### config.mk
export PLATFORM = sky130hd
export DESIGN_NAME = seven_segment_scan_ctrl_flat
export DESIGN_NICKNAME = d
export VERILOG_FILES = /design/src/rtl/seven_segment_scan_ctrl_if.sv /design/src/rtl/seven_segment_scan_ctrl.sv /design/src/flat_wrapper.sv
export SDC_FILE = /design/constraint.sdc
export NUM_CORES = 1
export LEC_CHECK = 0
export ABC_AREA = 1
export ABC_CLOCK_PERIOD_IN_PS = 3030
export CORE_MARGIN = 1.5
export CORE_UTILIZATION = 33
export DETAILED_ROUTE_END_ITERATION = 10
export HOLD_SLACK_MARGIN = 0.02
export SYNTH_ARGS = -nofsm -noshare
export SYNTH_HDL_FRONTEND = slang
export SYNTH_SLANG_ARGS = --single-unit
### constraint.sdc
create_clock -name clk -period 3.03 [get_ports clk]
set_input_delay 0.606 -clock clk [delete_from_list [all_inputs] [get_ports clk]]
set_output_delay 0.606 -clock clk [all_outputs]
set_load 0.05 [all_outputs]
### src/rtl/seven_segment_scan_ctrl_if.sv
// rtl/seven_segment_scan_ctrl_if.sv - button inputs and display outputs of the scan controller
interface seven_segment_scan_ctrl_if #(
    parameter int DIGITS = 4
);
    logic                inc_btn;
    logic                dec_btn;
    logic                speed_btn;
    logic [6:0]          segment_bits;
    logic [DIGITS-1:0]   grounds;
    logic [4*DIGITS-1:0] value;
    logic [1:0]          scan_mode;

    modport master (
        output inc_btn, dec_btn, speed_btn,
        input  segment_bits, grounds, value, scan_mode
    );

    modport slave (
        input  inc_btn, dec_btn, speed_btn,
        output segment_bits, grounds, value, scan_mode
    );
endinterface

### src/rtl/seven_segment_scan_ctrl.sv
// rtl/seven_segment_scan_ctrl.sv - debounced hex up/down counter driving a scanned seven-segment display
module seven_segment_scan_ctrl #(
    parameter int                  DIGITS          = 4,
    parameter int                  DEBOUNCE_CYCLES = 16,
    parameter int                  SHIFT_SLOW      = 25,
    parameter int                  SHIFT_MED       = 19,
    parameter int                  SHIFT_FAST      = 15,
    parameter logic [4*DIGITS-1:0] RESET_VALUE     = '0,
    parameter bit                  LZ_BLANK        = 1'b0
) (
    input  logic                     clk,
    input  logic                     rst,
    seven_segment_scan_ctrl_if.slave bus
);
    localparam int VW = 4 * DIGITS;
    localparam int IW = (DIGITS > 1) ? $clog2(DIGITS) : 1;
    localparam int CW = $clog2(DEBOUNCE_CYCLES + 1);

    localparam logic [CW-1:0]         DB_LAST = CW'(DEBOUNCE_CYCLES - 1);
    localparam logic [CW-1:0]         C_ONE   = 1;
    localparam logic [VW-1:0]         V_ONE   = 1;
    localparam logic [SHIFT_SLOW-1:0] P_ONE   = 1;
    localparam logic [IW-1:0]         I_ONE   = 1;
    localparam logic [IW-1:0]         I_LAST  = IW'(DIGITS - 1);
    localparam logic [DIGITS-1:0]     G_ONE   = 1;

    typedef enum logic [1:0] {
        MODE_SLOW = 2'd0,
        MODE_MED  = 2'd1,
        MODE_FAST = 2'd2
    } mode_t;

    logic [2:0]            raw, sync1, sync2, acc, acc_q, press;
    logic [CW-1:0]         db_cnt [3];
    logic [VW-1:0]         value_q;
    mode_t                 mode;
    logic [SHIFT_SLOW-1:0] presc;
    logic                  tick;
    logic [IW-1:0]         idx;
    logic [VW-1:0]         upper;
    logic [6:0]            seg_next, seg_q;
    logic [DIGITS-1:0]     grounds_q;

    assign raw   = {bus.speed_btn, bus.dec_btn, bus.inc_btn};
    // A press is the rising edge of the accepted level; releases are silent.
    assign press = acc & ~acc_q;

    always_ff @(posedge clk or posedge rst) begin
        if (rst) begin
            sync1 <= '0;
            sync2 <= '0;
            acc   <= '0;
            acc_q <= '0;
            for (int i = 0; i < 3; i++) db_cnt[i] <= '0;
        end else begin
            sync1 <= raw;
            sync2 <= sync1;
            acc_q <= acc;
            for (int i = 0; i < 3; i++) begin
                if (sync2[i] == acc[i]) begin
                    db_cnt[i] <= '0;
                end else if (db_cnt[i] == DB_LAST) begin
                    db_cnt[i] <= '0;
                    acc[i]    <= ~acc[i];
                end else begin
                    db_cnt[i] <= db_cnt[i] + C_ONE;
                end
            end
        end
    end

    always_ff @(posedge clk or posedge rst) begin
        if (rst) begin
            value_q <= RESET_VALUE;
            mode    <= MODE_SLOW;
        end else begin
            if (press[0] && !press[1]) value_q <= value_q + V_ONE;
            else if (press[1] && !press[0]) value_q <= value_q - V_ONE;
            if (press[2]) begin
                case (mode)
                    MODE_SLOW: mode <= MODE_MED;
                    MODE_MED:  mode <= MODE_FAST;
                    // The unused encoding behaves like MODE_SLOW.
                    default:   mode <= (mode == MODE_FAST) ? MODE_SLOW : MODE_MED;
                endcase
            end
        end
    end

    // The prescaler keeps running across mode changes, so ticks can never land on adjacent cycles.
    always_comb begin
        case (mode)
            MODE_MED:  tick = &presc[SHIFT_MED-1:0];
            MODE_FAST: tick = &presc[SHIFT_FAST-1:0];
            default:   tick = &presc;
        endcase
    end

    always_ff @(posedge clk or posedge rst) begin
        if (rst) begin
            presc <= '0;
            idx   <= '0;
        end else begin
            presc <= presc + P_ONE;
            if (tick) idx <= (idx == I_LAST) ? '0 : idx + I_ONE;
        end
    end

    always_comb begin
        upper = value_q >> {idx, 2'b00};
        case (upper[3:0])
            4'h0:    seg_next = 7'b0000001;
            4'h1:    seg_next = 7'b1001111;
            4'h2:    seg_next = 7'b0010010;
            4'h3:    seg_next = 7'b0000110;
            4'h4:    seg_next = 7'b1001100;
            4'h5:    seg_next = 7'b0100100;
            4'h6:    seg_next = 7'b0100000;
            4'h7:    seg_next = 7'b0001111;
            4'h8:    seg_next = 7'b0000000;
            4'h9:    seg_next = 7'b0000100;
            4'hA:    seg_next = 7'b0001000;
            4'hB:    seg_next = 7'b1100000;
            4'hC:    seg_next = 7'b0110001;
            4'hD:    seg_next = 7'b1000010;
            4'hE:    seg_next = 7'b0110000;
            default: seg_next = 7'b0111000;
        endcase
        if (LZ_BLANK && (idx != '0) && (upper == '0)) seg_next = 7'b1111111;
    end

    // Segments and digit enables come from the same register stage so they always switch together.
    always_ff @(posedge clk or posedge rst) begin
        if (rst) begin
            grounds_q <= G_ONE;
            seg_q     <= 7'b1111111;
        end else begin
            grounds_q <= G_ONE << idx;
            seg_q     <= seg_next;
        end
    end

    assign bus.segment_bits = seg_q;
    assign bus.grounds      = grounds_q;
    assign bus.value        = value_q;
    assign bus.scan_mode    = mode;
endmodule

### src/flat_wrapper.sv
// flat-port wrapper written by rule: the top's interface ports become plain ports
module seven_segment_scan_ctrl_flat 
#(
    parameter int                  DIGITS          = 4,
    parameter int                  DEBOUNCE_CYCLES = 16,
    parameter int                  SHIFT_SLOW      = 25,
    parameter int                  SHIFT_MED       = 19,
    parameter int                  SHIFT_FAST      = 15,
    parameter logic [4*DIGITS-1:0] RESET_VALUE     = '0,
    parameter bit                  LZ_BLANK        = 1'b0
)
  (clk, rst, bus_inc_btn, bus_dec_btn, bus_speed_btn, bus_segment_bits, bus_grounds, bus_value, bus_scan_mode);
  seven_segment_scan_ctrl_if #(.DIGITS(DIGITS)) bus_i ();
  input  logic clk;
  input  logic rst;
  input wire logic [$bits(bus_i.inc_btn)-1:0] bus_inc_btn;
  input wire logic [$bits(bus_i.dec_btn)-1:0] bus_dec_btn;
  input wire logic [$bits(bus_i.speed_btn)-1:0] bus_speed_btn;
  output wire logic [$bits(bus_i.segment_bits)-1:0] bus_segment_bits;
  output wire logic [$bits(bus_i.grounds)-1:0] bus_grounds;
  output wire logic [$bits(bus_i.value)-1:0] bus_value;
  output wire logic [$bits(bus_i.scan_mode)-1:0] bus_scan_mode;
  assign bus_i.inc_btn = bus_inc_btn;
  assign bus_i.dec_btn = bus_dec_btn;
  assign bus_i.speed_btn = bus_speed_btn;
  assign bus_segment_bits = bus_i.segment_bits;
  assign bus_grounds = bus_i.grounds;
  assign bus_value = bus_i.value;
  assign bus_scan_mode = bus_i.scan_mode;
  seven_segment_scan_ctrl #(.DIGITS(DIGITS), .DEBOUNCE_CYCLES(DEBOUNCE_CYCLES), .SHIFT_SLOW(SHIFT_SLOW), .SHIFT_MED(SHIFT_MED), .SHIFT_FAST(SHIFT_FAST), .RESET_VALUE(RESET_VALUE), .LZ_BLANK(LZ_BLANK)) u_core (.clk(clk), .rst(rst), .bus(bus_i));
endmodule
==> metrics.txt <==
GRT Total Usage 14.1%; # diodes 0; Num Clock Sinks 83; area of the die 15000 sq um; clock slew at reported path FFs 60 ps; Hold Buf Count CTS 0; # fillers 1384; Initial Utilization 33.8%; crit path kind flip-flop to flip-flop; Mapped Cells 573; Mean Syn Cell Area 8.23 sq um; Top FF cell, synth dfrtp_1; most frequent cell after synthesis nand2_1; Layout Cell Area excl Fill 5580 sq um; worst reg2reg startpoint u_core.acc[0]; largest net degree at the start of global routing 45; Combinational Power Share 24.6%; Die Y 123 microns; CTS Buf Count 9; VDD IR max 0.000277 V; Reg2Reg Setup Slack 440 ps; Yosys cell types 34; Leak 2.81 nW; Net Sw Frac 32.5%; setup bufs post-CTS 0; vias in the first global route 3545; Netlist Area Pre-Place 4710 sq um; initial antenna violation count 0; CTS tree built; Initial DRC Count 226; worst-case clock buffer depth 2; Post-CTS Resized 0; Synth Area in XOR/XNOR 6.10%; routed len/inst 12.1 microns; EDFF count, synth 0; global-route wire length before repair 16600 microns; Seq/Total Area, Yosys 44.3%; detail-routed via count per cell 4.59; skew final 8.03 ps; transition time of the tightest slew-check pin 721 ps; post-synthesis async set-or-reset flop share 100%; Synth top area share 39.8%; H-tree levels 3; Reg power frac 39.4%; max capacitance violation total 0; io pins 34; grt ovf 0; Setup crit start kind flip-flop; DRT Wirelength 9680 microns; Synth Register Bits 83; Final HPWL DP 7270 microns; row count 43; Reg2Reg Depth 11; most instantiated cells after synthesis nand2_1, inv_1, dfrtp_1; post-route clock period utilization 85.5%; worst path arrival time 2830 ps; Post-Synth Adder-Cell Area 9.71%; routability cong. 0.918; worst hold path type flip-flop to flip-flop; mux contribution to synthesized area 0.478%; Final setup viols 0; clk_lat worst skew 340 ps; complex-gate fraction of the synthesized area 4.59%; RSZ-0062 raised after global routing false; Synth Net Count 614; placed cell area 5280 sq um; ranking of synthesized cells by area dfrtp_1, nand2_1, ha_1; layout net count 655; Pwr Density 564 nW/um^2; TritonRoute pass-1 iters 4; Int Power 2.12 mW; DRC 0; ANT nets after route 0; CP endpoint u_core.bus.value[5]; CTS Root Cell clkbuf_16; clock share of power 36.0%; status finished clean; Simple-Gate Fraction of Synth Area 28.0%; endpoint class of the critical path flip-flop; share of layout cells above drive strength 1 8.56%; Final Hold Viols 0; FF-to-FF End u_core.bus.value[5]; main combinational cell family by area after synthesis simple AND/OR/NAND/NOR gates; Crit Path Max Fanout 17; Slew Limit Fails 0; area leader, netlist dfrtp_1; core area 13900 sq um; IO Port Bufs 33; Yosys warnings 0; area grow syn2layout 18.4%; Fin Setup TNS 0 ps; Fmax achieved 386 MHz; relative slew slack 51.9%; via count 3667; die width 123 microns; sw power 1.02 mW; critical path data required time 3260 ps; minimum clock period 2590 ps; CP startpoint u_core.acc[0]
## worst max-delay path, stage by stage, from the launching register on
cell     delay (ps)
dfrtp_1         400
inv_1            80
nor2_1           50
ha_1            230
inv_1           430
ha_1            380
or2_2           320
nand3_1          90
nand2_1          90
or2_2           280
nand3_1          70
nand2_1          60
## flip-flops by register name, indices dropped and copies added (netlist names)
name and cells:
u_core.sync2 3, u_core.db_cnt 15, u_core.idx 2, u_core.presc 25
u_core.bus.segment_bits 7, u_core.bus.grounds 4, u_core.acc_q 3, u_core.bus.value 16
u_core.acc 3, u_core.sync1 3, u_core.bus.scan_mode 2
## cell usage in the layout, fill, tap and decap left out, drive strengths merged
cell type and n:
nand2 175, inv 80, dfrtp 75, nor2 49, nand3 44, ha 35, clkdlybuf4s50 33, o21ai 25
xor2 20, a21oi 16, clkbuf 13, xnor2 12, nor3 11, dfstp 8, nand4 4, and3 4
or2 3, nand3b 2, mux2 2, buf 2, nor4 1, clkinv 1, and2 1, fa 1
bufinv 1, clkinvlp 1
## kinds of logic (layout without fill, tap and decap cells)
group | count (synthesis) | count (layout)
simple gates | 294 | 294
xor+xnor | 32 | 32
flops | 83 | 83
fa+ha+maj | 36 | 36
mux | 2 | 2
buf+inv | 85 | 131
compound gates | 41 | 41
## how the worst min path moves through the flow
| stage | cells past startpoint | start | to | slack (ps) |
|---|---|---|---|---|
| global placement | 0 | u_core.sync1[0] | u_core.sync2[0] | 340 |
| CTS | 0 | u_core.sync1[1] | u_core.sync2[1] | 350 |
| finish | 0 | u_core.sync1[1] | u_core.sync2[1] | 350 |
| global route | 0 | u_core.sync1[1] | u_core.sync2[1] | 360 |
| detailed placement | 0 | u_core.sync1[1] | u_core.sync2[1] | 340 |
| floorplan | 0 | u_core.sync1[0] | u_core.sync2[0] | 330 |
## metal layers
layer | vias up | routed length (microns) | GRT usage, %
met5 | - | 0 | 0
met4 | 0 | 182 | 5.67
met2 | 61 | 4350 | 21.9
met3 | 16 | 352 | 3.11
met1 | 1713 | 4790 | 19.1
li1 | 1877 | - | -
## layout make-up
type	instances	area, sq um	share of cell area, %
multi-input combinational	405	2300	41.3
tap	180	225	4.03
clock inverter	3	46.3	0.829
clock buffer	13	260	4.66
sequential	83	2090	37.4
timing repair buffer	35	358	6.41
inverter	80	302	5.40
## power groups by stage
stage | Clock (mW) | Sequential, mW | Combinational [mW]
finish | 1.13 | 1.24 | 0.774
global route | 1.21 | 1.25 | 0.871
CTS | 1.16 | 1.24 | 0.776
detailed placement | 0 | 1.26 | 0.772
global placement | 0 | 1.26 | 0.758
floorplan | 0 | 1.39 | 0.442
## metrics by stage
stage / cells / power (mW) / util (%) / setup slack, ps / hold slack, ps
finish: 799 / 3.15 / 40.1 / 438 / 350
CTS: 799 / 3.18 / 40.1 / 434 / 353
global placement: 783 / 2.02 / 37.9 / 525 / 337
floorplan: 573 / 1.83 / - / 300 / 331
detailed placement: 783 / 2.03 / 37.9 / 443 / 339
global route: 799 / 3.33 / 40.1 / 221 / 355
Power figures use the tool's default switching activity.
